**config.mk**
```make
export PLATFORM = sky130hd
export DESIGN_NAME = ex_trace_buffer_flat
export DESIGN_NICKNAME = d
export VERILOG_FILES = /design/src/rtl/ex_trace_buffer_if.sv /design/src/rtl/ex_trace_buffer.sv /design/src/flat_wrapper.sv
export SDC_FILE = /design/constraint.sdc
export NUM_CORES = 1
export LEC_CHECK = 0
export CAP_MARGIN = 20
export CELL_PAD_IN_SITES_DETAIL_PLACEMENT = 1
export CELL_PAD_IN_SITES_GLOBAL_PLACEMENT = 1
export CORE_MARGIN = 1
export CORE_UTILIZATION = 51
export CTS_CLUSTER_SIZE = 14
export DETAILED_ROUTE_END_ITERATION = 10
export PLACE_DENSITY = 0.84
export SLEW_MARGIN = 20
export SYNTH_ARGS = -nofsm -noshare
export SYNTH_HDL_FRONTEND = slang
export SYNTH_SLANG_ARGS = --single-unit
```
**constraint.sdc**
```tcl
create_clock -name clk -period 13.6 [get_ports clk]
set_input_delay 2.72 -clock clk [delete_from_list [all_inputs] [get_ports clk]]
set_output_delay 2.72 -clock clk [all_outputs]
set_load 0.05 [all_outputs]
```
**src/rtl/ex_trace_buffer_if.sv**
```systemverilog
`default_nettype none
// ============================================================================
//  Module   : ex_trace_buffer_if
//  Purpose  : Capture bus from the EX stage plus the valid/ready read port.
//  Revision : 1.0  initial release
// ============================================================================
interface ex_trace_buffer_if #(
    parameter int DATA_WIDTH = 32,
    parameter int PC_WIDTH   = 32,
    parameter int SEL_WIDTH  = 5
);
    logic                  cap_valid;
    logic [PC_WIDTH-1:0]   cap_pc;
    logic [DATA_WIDTH-1:0] cap_op1;
    logic [DATA_WIDTH-1:0] cap_op2;
    logic [SEL_WIDTH-1:0]  cap_sel;
    logic [DATA_WIDTH-1:0] cap_result;

    logic                  rd_valid;
    logic                  rd_ready;
    logic [PC_WIDTH-1:0]   rd_pc;
    logic [DATA_WIDTH-1:0] rd_op1;
    logic [DATA_WIDTH-1:0] rd_op2;
    logic [SEL_WIDTH-1:0]  rd_sel;
    logic [DATA_WIDTH-1:0] rd_result;

    modport master (
        output cap_valid, cap_pc, cap_op1, cap_op2, cap_sel, cap_result, rd_ready,
        input  rd_valid, rd_pc, rd_op1, rd_op2, rd_sel, rd_result
    );

    modport slave (
        input  cap_valid, cap_pc, cap_op1, cap_op2, cap_sel, cap_result, rd_ready,
        output rd_valid, rd_pc, rd_op1, rd_op2, rd_sel, rd_result
    );
endinterface
`default_nettype wire

```
**src/rtl/ex_trace_buffer.sv**
```systemverilog
`default_nettype none
// ============================================================================
//  Module   : ex_trace_buffer
//  Purpose  : Arm/trigger controlled circular capture of EX-stage ALU events,
//             drained oldest-first over a valid/ready port.
//  Revision : 1.0  initial release
// ============================================================================
module ex_trace_buffer #(
    parameter  int DATA_WIDTH = 32,
    parameter  int PC_WIDTH   = 32,
    parameter  int SEL_WIDTH  = 5,
    parameter  int DEPTH      = 8,
    localparam int AW         = $clog2(DEPTH),
    localparam int CW         = AW + 1
) (
    input  wire logic                clk,
    input  wire logic                reset_n,
    ex_trace_buffer_if.slave         bus,
    input  wire logic                arm,
    input  wire logic                mode,
    input  wire logic [PC_WIDTH-1:0] trig_pc,
    input  wire logic [CW-1:0]       post_count,
    output logic      [CW-1:0]       count,
    output logic      [1:0]          state,
    output logic                     overflow
);

    localparam int REC_W = PC_WIDTH + 3 * DATA_WIDTH + SEL_WIDTH;
    localparam logic [CW-1:0] c_max_post = CW'(DEPTH - 1);

    typedef enum logic [1:0] {
        S_IDLE    = 2'd0,
        S_CAPTURE = 2'd1,
        S_POST    = 2'd2,
        S_DONE    = 2'd3
    } state_t;

    state_t              r_state;
    logic [REC_W-1:0]    r_mem [DEPTH];
    logic [AW-1:0]       r_wp;
    logic [AW-1:0]       r_rp;
    logic [AW-1:0]       r_remain;
    logic [AW-1:0]       r_post;
    logic [CW-1:0]       r_count;
    logic                r_overflow;
    logic                r_mode;
    logic [PC_WIDTH-1:0] r_trig;

    logic [AW-1:0]       w_post_sat;
    logic                w_wr;
    logic                w_full;
    logic                w_rd_valid;
    logic                w_rd_fire;
    logic                w_trig_hit;
    logic [REC_W-1:0]    w_rec;

    assign w_post_sat = (post_count > c_max_post) ? AW'(DEPTH - 1) : post_count[AW-1:0];
    // ARM takes priority over a coincident sample, so it suppresses the write
    assign w_wr       = !arm && bus.cap_valid && (r_state == S_CAPTURE || r_state == S_POST);
    assign w_full     = (r_count == CW'(DEPTH));
    assign w_rd_valid = (r_state == S_DONE) && (r_count != '0);
    assign w_rd_fire  = w_rd_valid && bus.rd_ready;
    assign w_trig_hit = (bus.cap_pc == r_trig);

    always_ff @(posedge clk or negedge reset_n) begin
        if (!reset_n) begin
            r_state    <= S_IDLE;
            r_wp       <= '0;
            r_rp       <= '0;
            r_remain   <= '0;
            r_post     <= '0;
            r_count    <= '0;
            r_overflow <= 1'b0;
            r_mode     <= 1'b0;
            r_trig     <= '0;
        end else if (arm) begin
            r_state    <= S_CAPTURE;
            r_wp       <= '0;
            r_rp       <= '0;
            r_remain   <= '0;
            r_count    <= '0;
            r_overflow <= 1'b0;
            r_mode     <= mode;
            r_trig     <= trig_pc;
            r_post     <= w_post_sat;
        end else if (w_wr) begin
            r_wp <= r_wp + AW'(1);
            if (!w_full) begin
                r_count <= r_count + CW'(1);
            end else begin
                // Full: the oldest record is dropped by advancing the read side
                r_rp       <= r_rp + AW'(1);
                r_overflow <= 1'b1;
            end
            case (r_state)
                S_CAPTURE: begin
                    if (!r_mode) begin
                        if (r_count == CW'(DEPTH - 1)) r_state <= S_DONE;
                    end else if (w_trig_hit) begin
                        if (r_post == '0) begin
                            r_state <= S_DONE;
                        end else begin
                            r_remain <= r_post;
                            r_state  <= S_POST;
                        end
                    end
                end
                S_POST: begin
                    r_remain <= r_remain - AW'(1);
                    if (r_remain == AW'(1)) r_state <= S_DONE;
                end
                default: ;
            endcase
        end else if (w_rd_fire) begin
            r_rp    <= r_rp + AW'(1);
            r_count <= r_count - CW'(1);
        end
    end

    always_ff @(posedge clk) begin
        if (w_wr) begin
            r_mem[r_wp] <= {bus.cap_pc, bus.cap_op1, bus.cap_op2, bus.cap_sel, bus.cap_result};
        end
    end

    assign w_rec         = w_rd_valid ? r_mem[r_rp] : '0;
    assign bus.rd_valid  = w_rd_valid;
    assign {bus.rd_pc, bus.rd_op1, bus.rd_op2, bus.rd_sel, bus.rd_result} = w_rec;

    assign count    = r_count;
    assign state    = r_state;
    assign overflow = r_overflow;

endmodule
`default_nettype wire

```
**src/flat_wrapper.sv**
```systemverilog
// flat-port wrapper written by rule: the top's interface ports become plain ports
module ex_trace_buffer_flat 
#(
    parameter  int DATA_WIDTH = 32,
    parameter  int PC_WIDTH   = 32,
    parameter  int SEL_WIDTH  = 5,
    parameter  int DEPTH      = 8,
    localparam int AW         = $clog2(DEPTH),
    localparam int CW         = AW + 1
)
  (clk, reset_n, arm, mode, trig_pc, post_count, count, state, overflow, bus_cap_valid, bus_cap_pc, bus_cap_op1, bus_cap_op2, bus_cap_sel, bus_cap_result, bus_rd_ready, bus_rd_valid, bus_rd_pc, bus_rd_op1, bus_rd_op2, bus_rd_sel, bus_rd_result);
  ex_trace_buffer_if #(.DATA_WIDTH(DATA_WIDTH), .PC_WIDTH(PC_WIDTH), .SEL_WIDTH(SEL_WIDTH)) bus_i ();
  input  wire logic clk;
  input  wire logic reset_n;
  input  wire logic arm;
  input  wire logic mode;
  input  wire logic [PC_WIDTH-1:0] trig_pc;
  input  wire logic [CW-1:0] post_count;
  output logic      [CW-1:0] count;
  output logic      [1:0] state;
  output logic overflow;
  input wire logic [$bits(bus_i.cap_valid)-1:0] bus_cap_valid;
  input wire logic [$bits(bus_i.cap_pc)-1:0] bus_cap_pc;
  input wire logic [$bits(bus_i.cap_op1)-1:0] bus_cap_op1;
  input wire logic [$bits(bus_i.cap_op2)-1:0] bus_cap_op2;
  input wire logic [$bits(bus_i.cap_sel)-1:0] bus_cap_sel;
  input wire logic [$bits(bus_i.cap_result)-1:0] bus_cap_result;
  input wire logic [$bits(bus_i.rd_ready)-1:0] bus_rd_ready;
  output wire logic [$bits(bus_i.rd_valid)-1:0] bus_rd_valid;
  output wire logic [$bits(bus_i.rd_pc)-1:0] bus_rd_pc;
  output wire logic [$bits(bus_i.rd_op1)-1:0] bus_rd_op1;
  output wire logic [$bits(bus_i.rd_op2)-1:0] bus_rd_op2;
  output wire logic [$bits(bus_i.rd_sel)-1:0] bus_rd_sel;
  output wire logic [$bits(bus_i.rd_result)-1:0] bus_rd_result;
  assign bus_i.cap_valid = bus_cap_valid;
  assign bus_i.cap_pc = bus_cap_pc;
  assign bus_i.cap_op1 = bus_cap_op1;
  assign bus_i.cap_op2 = bus_cap_op2;
  assign bus_i.cap_sel = bus_cap_sel;
  assign bus_i.cap_result = bus_cap_result;
  assign bus_i.rd_ready = bus_rd_ready;
  assign bus_rd_valid = bus_i.rd_valid;
  assign bus_rd_pc = bus_i.rd_pc;
  assign bus_rd_op1 = bus_i.rd_op1;
  assign bus_rd_op2 = bus_i.rd_op2;
  assign bus_rd_sel = bus_i.rd_sel;
  assign bus_rd_result = bus_i.rd_result;
  ex_trace_buffer #(.DATA_WIDTH(DATA_WIDTH), .PC_WIDTH(PC_WIDTH), .SEL_WIDTH(SEL_WIDTH), .DEPTH(DEPTH)) u_core (.clk(clk), .reset_n(reset_n), .bus(bus_i), .arm(arm), .mode(mode), .trig_pc(trig_pc), .post_count(post_count), .count(count), .state(state), .overflow(overflow));
endmodule
```
==> results of run 1 <==
==> worst paths after layout <==
path	start	to	slack, ps	depth (start not counted)
worst max-delay path	u_core.r_rp[0]	bus_rd_op2[25]	5920	7
worst min-delay path	u_core.r_trig[29]	u_core.r_trig[29]	530	1
worst max register to register	u_core.state[0]	u_core.r_mem[5][36]	9690	7
worst min register to register	u_core.r_trig[29]	u_core.r_trig[29]	530	1
max in group asynchronous	reset_n	u_core.r_rp[1]	10820	2
min in group asynchronous	reset_n	u_core.r_trig[10]	2210	2
==> placed cells by master (no fill, tap or decap), drive strengths merged, types with 6 or more instances in the layout <==
master / n
nor2: 157
o21ai: 6
buf: 32
nor4: 7
clkbuf: 133
xnor2: 7
ha: 9
clkinv: 51
inv: 15
bufinv: 13
mux4: 266
xor2: 31
mux2: 34
clkdlybuf4s50: 313
dfrtp: 52
a21oi: 10
nand2: 16
edfxtp: 1064
mux2i: 136
==> flip-flops by register name, summed over array words and instances (netlist names) <==
name             cells
u_core.count         4
u_core.overflow      1
u_core.r_mem      1064
u_core.r_mode        1
u_core.r_post        3
u_core.r_remain      3
u_core.r_rp          3
u_core.r_trig       32
u_core.r_wp          3
u_core.state         2
==> cells by family after synthesis <==
| kind of cell | Yosys count | synth area share |
|---|---|---|
| and+or+nand+nor | 200 | 0.0191 |
| adders and majority gates | 10 | 0.00309 |
| DFF | 1116 | 0.774 |
| muxes | 436 | 0.180 |
| AOI/OAI and AO/OA | 29 | 0.00513 |
| buffers and inverters | 109 | 0.0109 |
| xor gates and xnor gates | 38 | 0.00775 |
==> critical path: cells and delay by family, from the launching register on <==
family,cells,cell delay [ps]
buffers and inverters,4,2460
flip-flops,1,790
multiplexers,2,820
AND/OR/NAND/NOR,1,90
==> power by group through the flow <==
stage | clock network [mW] | logic, mW | registers, mW
2_1_floorplan | 0 | 0.951 | 3.98
3_3_place_gp | 0 | 1.23 | 4.00
3_5_place_dp | 0 | 1.29 | 4.01
4_1_cts | 3.06 | 1.31 | 3.94
5_1_grt | 3.17 | 1.38 | 3.95
6_report | 3.00 | 1.29 | 3.94
==> Yosys cell counts, drive strengths merged (2+ instances only) <==
master	count
a211oi	4
a21oi	10
buf	80
clkbuf	19
dfrtp	52
edfxtp	1064
ha	9
inv	10
mux2	34
mux2i	136
mux4	266
nand2	16
nand2b	4
nand3	2
nand3b	3
nand4	4
nor2	157
nor3	4
nor4	7
o21ai	6
xnor2	7
xor2	31
==> per-layer routing <==
metal  vias to the layer above  global-route usage
li1                       8696                   -
met3                       144              0.0487
met2                       694               0.413
met5                         -                   0
met1                     11100               0.307
met4                        20              0.0624
==> cell type report <==
cell class / instances / share of cell area
flip-flops and latches: 1116 / 0.652
multi-input cells: 713 / 0.182
repair buffers: 345 / 0.0680
clock buffers: 133 / 0.0557
well taps: 1080 / 0.0265
clock inverters: 70 / 0.0141
inverters: 10 / 0.000736
diodes: 3 / 0.000147
==> flow_summary.json, run 1 <==
{
  "tns_ps": 0,
  "start_util": 0.514,
  "yosysWarnings": 0,
  "synth_edf_count": 1064,
  "grt_max_degree": 134,
  "synth.distinct_cells": 40,
  "status": "complete, no violations",
  "hpwl_um": 54400,
  "io-pin-count": 316,
  "wire_per_inst_um": 29.0,
  "final_cells": 3470,
  "io_buffers": 315,
  "hold_buffers": 0,
  "area_growth_pct": 18.7,
  "top_layer_used": "met5",
  "tritoncts": "built",
  "maxCapViolations": 0,
  "syn_avg_cell_area_um2": 22.2,
  "wl_met3_um": 6250,
  "path_clk_slew_ps": 60,
  "path_cells": "buf_12 > buf_16 > buf_4 > mux4_2 > mux2i_1 > nor2_1 > clkdlybuf4s50_1",
  "die_x_um": 292,
  "max_slew_margin": 0.264,
  "wirelength_met1_um": 39900,
  "grtUsageTotal": 0.238,
  "ys_async_sr_fraction": 0.0466,
  "htree_levels": 3,
  "clock-sinks": 1116,
  "start_kind": "flop",
  "clkLatencyLatePin_ps": 670,
  "placed_cells": 3263,
  "n_fill_cell": 6883,
  "p_int_mw": 6.22,
  "synth_seq_cells": 1116,
  "pwr_density_cell_nw_per_um2": 161,
  "cp-end-kind": "output port",
  "ctsResizeCount": 0,
  "hold_viol": 0,
  "p_leak_nw": 15.9,
  "detail_route.wirelength_um": 101000,
  "power.share.switching": 0.244,
  "layout_min_cycle_time_ps": 7680,
  "antenna_found_initial": 14,
  "grt_pass1_vias": 23000,
  "stdcell_area_um2": 51000,
  "rsz0062_at_grt": "no",
  "max_freq_ghz": 0.130,
  "critPathSlowestCell": "buf_4",
  "seqPwrFrac": 0.478,
  "row_count": 106,
  "timing.hold.ws_ps": 528,
  "ant_nets": 0,
  "setup_viol": 0,
  "post-place-ws_ps": 6540,
  "drive_gt1_frac": 0.211,
  "synth_area_leaders": "edfxtp_1 (74%), mux4_2 (14%), mux2i_1 (3.2%)",
  "postLayoutCoreUtil": 0.610,
  "post-cts-setup-buffers": 0,
  "drcViolationCount": 0,
  "synth_area_um2": 43000,
  "drt-initial-drc-count": 1573,
  "place_area_um2": 47400,
  "overflow": 0,
  "path_class": "flop to output port",
  "timing.final.crit_share": 0.565,
  "core_um2": 83600,
  "cp_max_fo": 83,
  "syn-num-nets": 2123,
  "switchingPower_mw": 2.01,
  "multi_input_area_um2": 9300,
  "first_pass_iters": 5,
  "grt_first_pass_wirelength_um": 149000,
  "worstPathRequired_ps": 10880,
  "die_h_um": 292,
  "cts_buffers": 109,
  "vias": 20600,
  "tightest_slew_ps": 1100,
  "yosys.area.top_type_share": 0.744,
  "gp_congestion": 0.756,
  "final.setup.worst_slack_ps": 5920,
  "vias_per_cell": 5.94,
  "synth_top_flop_cell": "edfxtp_1",
  "finalPower_mw": 8.23,
  "synth_seq_area_share": 0.774,
  "finalNetCount": 2480,
  "regArea_um2": 33300,
  "peakVddDrop_uv": 110,
  "fin_skew_ps": 19.9,
  "slew_violations": 0,
  "wl_met2_um": 52300,
  "die-area_um2": 85400,
  "synth_top_area_cell": "edfxtp_1",
  "hold_class": "flop to flop",
  "clockBufferDepth": 3,
  "root_buffer": "clkbuf_16",
  "clockPowerShare": 0.365,
  "p_comb_frac": 0.156,
  "synthCells": 1938,
  "crit_path_max_incr_delay_ps": 820,
  "cp_data_arrival_time_ps": 4960
}
No activity file was read; power rests on OpenSTA's default activity.
==> run 2: changes to the inputs <==
Settings changed: CORE_UTILIZATION 51 to 47, PLACE_DENSITY 0.84 to 0.81.
Clock period 13.6 ns to 6.33 ns, I/O delays scaled along.
==> run 2 against run 1 <==
Against the previous run: clock-buffer cell count shrank 2; first-iteration DRC count grew 3.4%; global-route usage shrank 1.7 points; worst setup slack lost 4800 ps; clock skew grew 11 ps.
==> flow_summary.json, run 2 (same netlist as run 1, synthesis figures left out) <==
{
  "max_slew_margin": 0.290,
  "rsz0062_at_grt": "no",
  "clockPowerShare": 0.371,
  "start_kind": "flop",
  "io_buffers": 315,
  "slew_violations": 0,
  "layout_min_cycle_time_ps": 5220,
  "gp_congestion": 0.769,
  "status": "complete, no violations",
  "largest_register": "u_core.r_mem",
  "area_growth_pct": 19.8,
  "post-place-ws_ps": 1800,
  "wire_per_inst_um": 28.2,
  "drcViolationCount": 0,
  "drive_gt1_frac": 0.219,
  "cp_data_arrival_time_ps": 3960,
  "grtUsageTotal": 0.221,
  "max_freq_ghz": 0.191,
  "io-pin-count": 316,
  "place_area_um2": 47700,
  "p_comb_frac": 0.156,
  "tritoncts": "built",
  "drt-initial-drc-count": 1627,
  "hold_class": "flop to flop",
  "seqPwrFrac": 0.473,
  "maxCapViolations": 0,
  "start_util": 0.476,
  "final.setup.worst_slack_ps": 1110,
  "grt_use_met2": 0.381,
  "final_cell_mix": "edfxtp_1 (1064), clkdlybuf4s50_1 (313), mux4_2 (266)",
  "first_pass_iters": 5,
  "p_int_mw": 13.5,
  "cp-end-kind": "output port",
  "htree_levels": 3,
  "critPathSlowestCell": "dfrtp_4",
  "setup_viol": 0,
  "grt_pass1_vias": 22900,
  "hold_viol": 0,
  "crit_path_max_incr_delay_ps": 930,
  "layout_commonest_cell": "edfxtp_1",
  "vias": 20400,
  "timing.final.crit_share": 0.825,
  "use_met1": 0.289,
  "cts_buffers": 112,
  "peakVddDrop_uv": 233,
  "pwr_density_cell_nw_per_um2": 348,
  "power.share.switching": 0.244,
  "grtUsageMet3": 0.0394,
  "ant_nets": 0,
  "cp_top_family": "buffers and inverters",
  "ctsResizeCount": 0,
  "die_x_um": 304,
  "antenna_found_initial": 14,
  "vias_per_cell": 5.69,
  "detail_route.wirelength_um": 101000,
  "top_usage_layer": "met2",
  "timing.hold.ws_ps": 528,
  "grt_max_degree": 128,
  "tightest_slew_ps": 1060,
  "largest_reg_flops": 1064,
  "worstPathRequired_ps": 5060,
  "grt_first_pass_wirelength_um": 150000,
  "cp_max_fo": 62,
  "finalNetCount": 2490,
  "clockBufferDepth": 3,
  "row_count": 110,
  "root_buffer": "clkbuf_16",
  "hold_buffers": 0,
  "path_clk_slew_ps": 60,
  "hpwl_um": 55800,
  "fin_skew_ps": 30.4,
  "clkLatencyLatePin_ps": 670,
  "finalPower_mw": 17.9,
  "post-cts-setup-buffers": 0,
  "die_h_um": 304,
  "worst-path-buf-inv": 2,
  "overflow": 0,
  "p_leak_nw": 16.0,
  "die-area_um2": 92600,
  "clock-sinks": 1116,
  "switchingPower_mw": 4.36,
  "path_cells": "buf_12 > mux4_2 > mux2i_1 > nor2_1 > clkdlybuf4s50_1",
  "core_um2": 90300,
  "stdcell_area_um2": 51500,
  "path_class": "flop to output port"
}
run 2: cell types whose count changed in the layout (fill, tap and decap cells not counted), moves of 5 or more:
cell and delta:
buf_12 +12, clkbuf_1 -6, clkbuf_16 +5, clkinv_4 +5, clkinvlp_4 +5, diode_2 +5
run 2: metal layers:
layer,routed length [um],part of all wire,up-vias
li1,-,-,8729
met1,42000,0.41,11000
met2,52100,0.51,553
met3,5290,0.052,128
met4,1760,0.017,12
met5,79,0.00078,-
run 2: area by class of cell:
class,instances,area (um^2)
clock inverters,80,782
diodes,8,20.0
fillers,7683,38800
flip-flops and latches,1116,33300
clock buffers,131,2930
repair buffers,352,3670
well taps,1176,1470
inverters,10,37.5
multi-input cells,713,9310
run 2: per-stage QoR:
stage	instances	TNS [ps]	util
6_report	3586	0	0.570
5_1_grt	3585	0	0.570
4_1_cts	3577	0	0.570
3_5_place_dp	3366	0	0.529
3_3_place_gp	3366	0	0.529
2_1_floorplan	1938	-1751120	-
run 2: worst paths after layout:
check / endpoint / startpoint / depth (start not counted) / slack (ps)
max: bus_rd_pc[30] / u_core.r_rp[0] / 5 / 1110
max reg2reg: u_core.r_mem[7][16] / u_core.state[0] / 7 / 2930
min: u_core.r_trig[17] / u_core.r_trig[17] / 1 / 530
max in group asynchronous: u_core.r_rp[2] / reset_n / 2 / 5040
min reg2reg: u_core.r_trig[17] / u_core.r_trig[17] / 1 / 530
min in group asynchronous: u_core.r_trig[28] / reset_n / 2 / 730
run 2: power groups by stage:
| stage | clock (mW) | combinational (mW) | sequential, mW |
|---|---|---|---|
| 6_report | 6.64 | 2.79 | 8.46 |
| 2_1_floorplan | 0 | 2.04 | 8.54 |
| 5_1_grt | 7.00 | 2.99 | 8.48 |
| 3_5_place_dp | 0 | 2.79 | 8.63 |
| 4_1_cts | 6.77 | 2.83 | 8.48 |
| 3_3_place_gp | 0 | 2.71 | 8.60 |
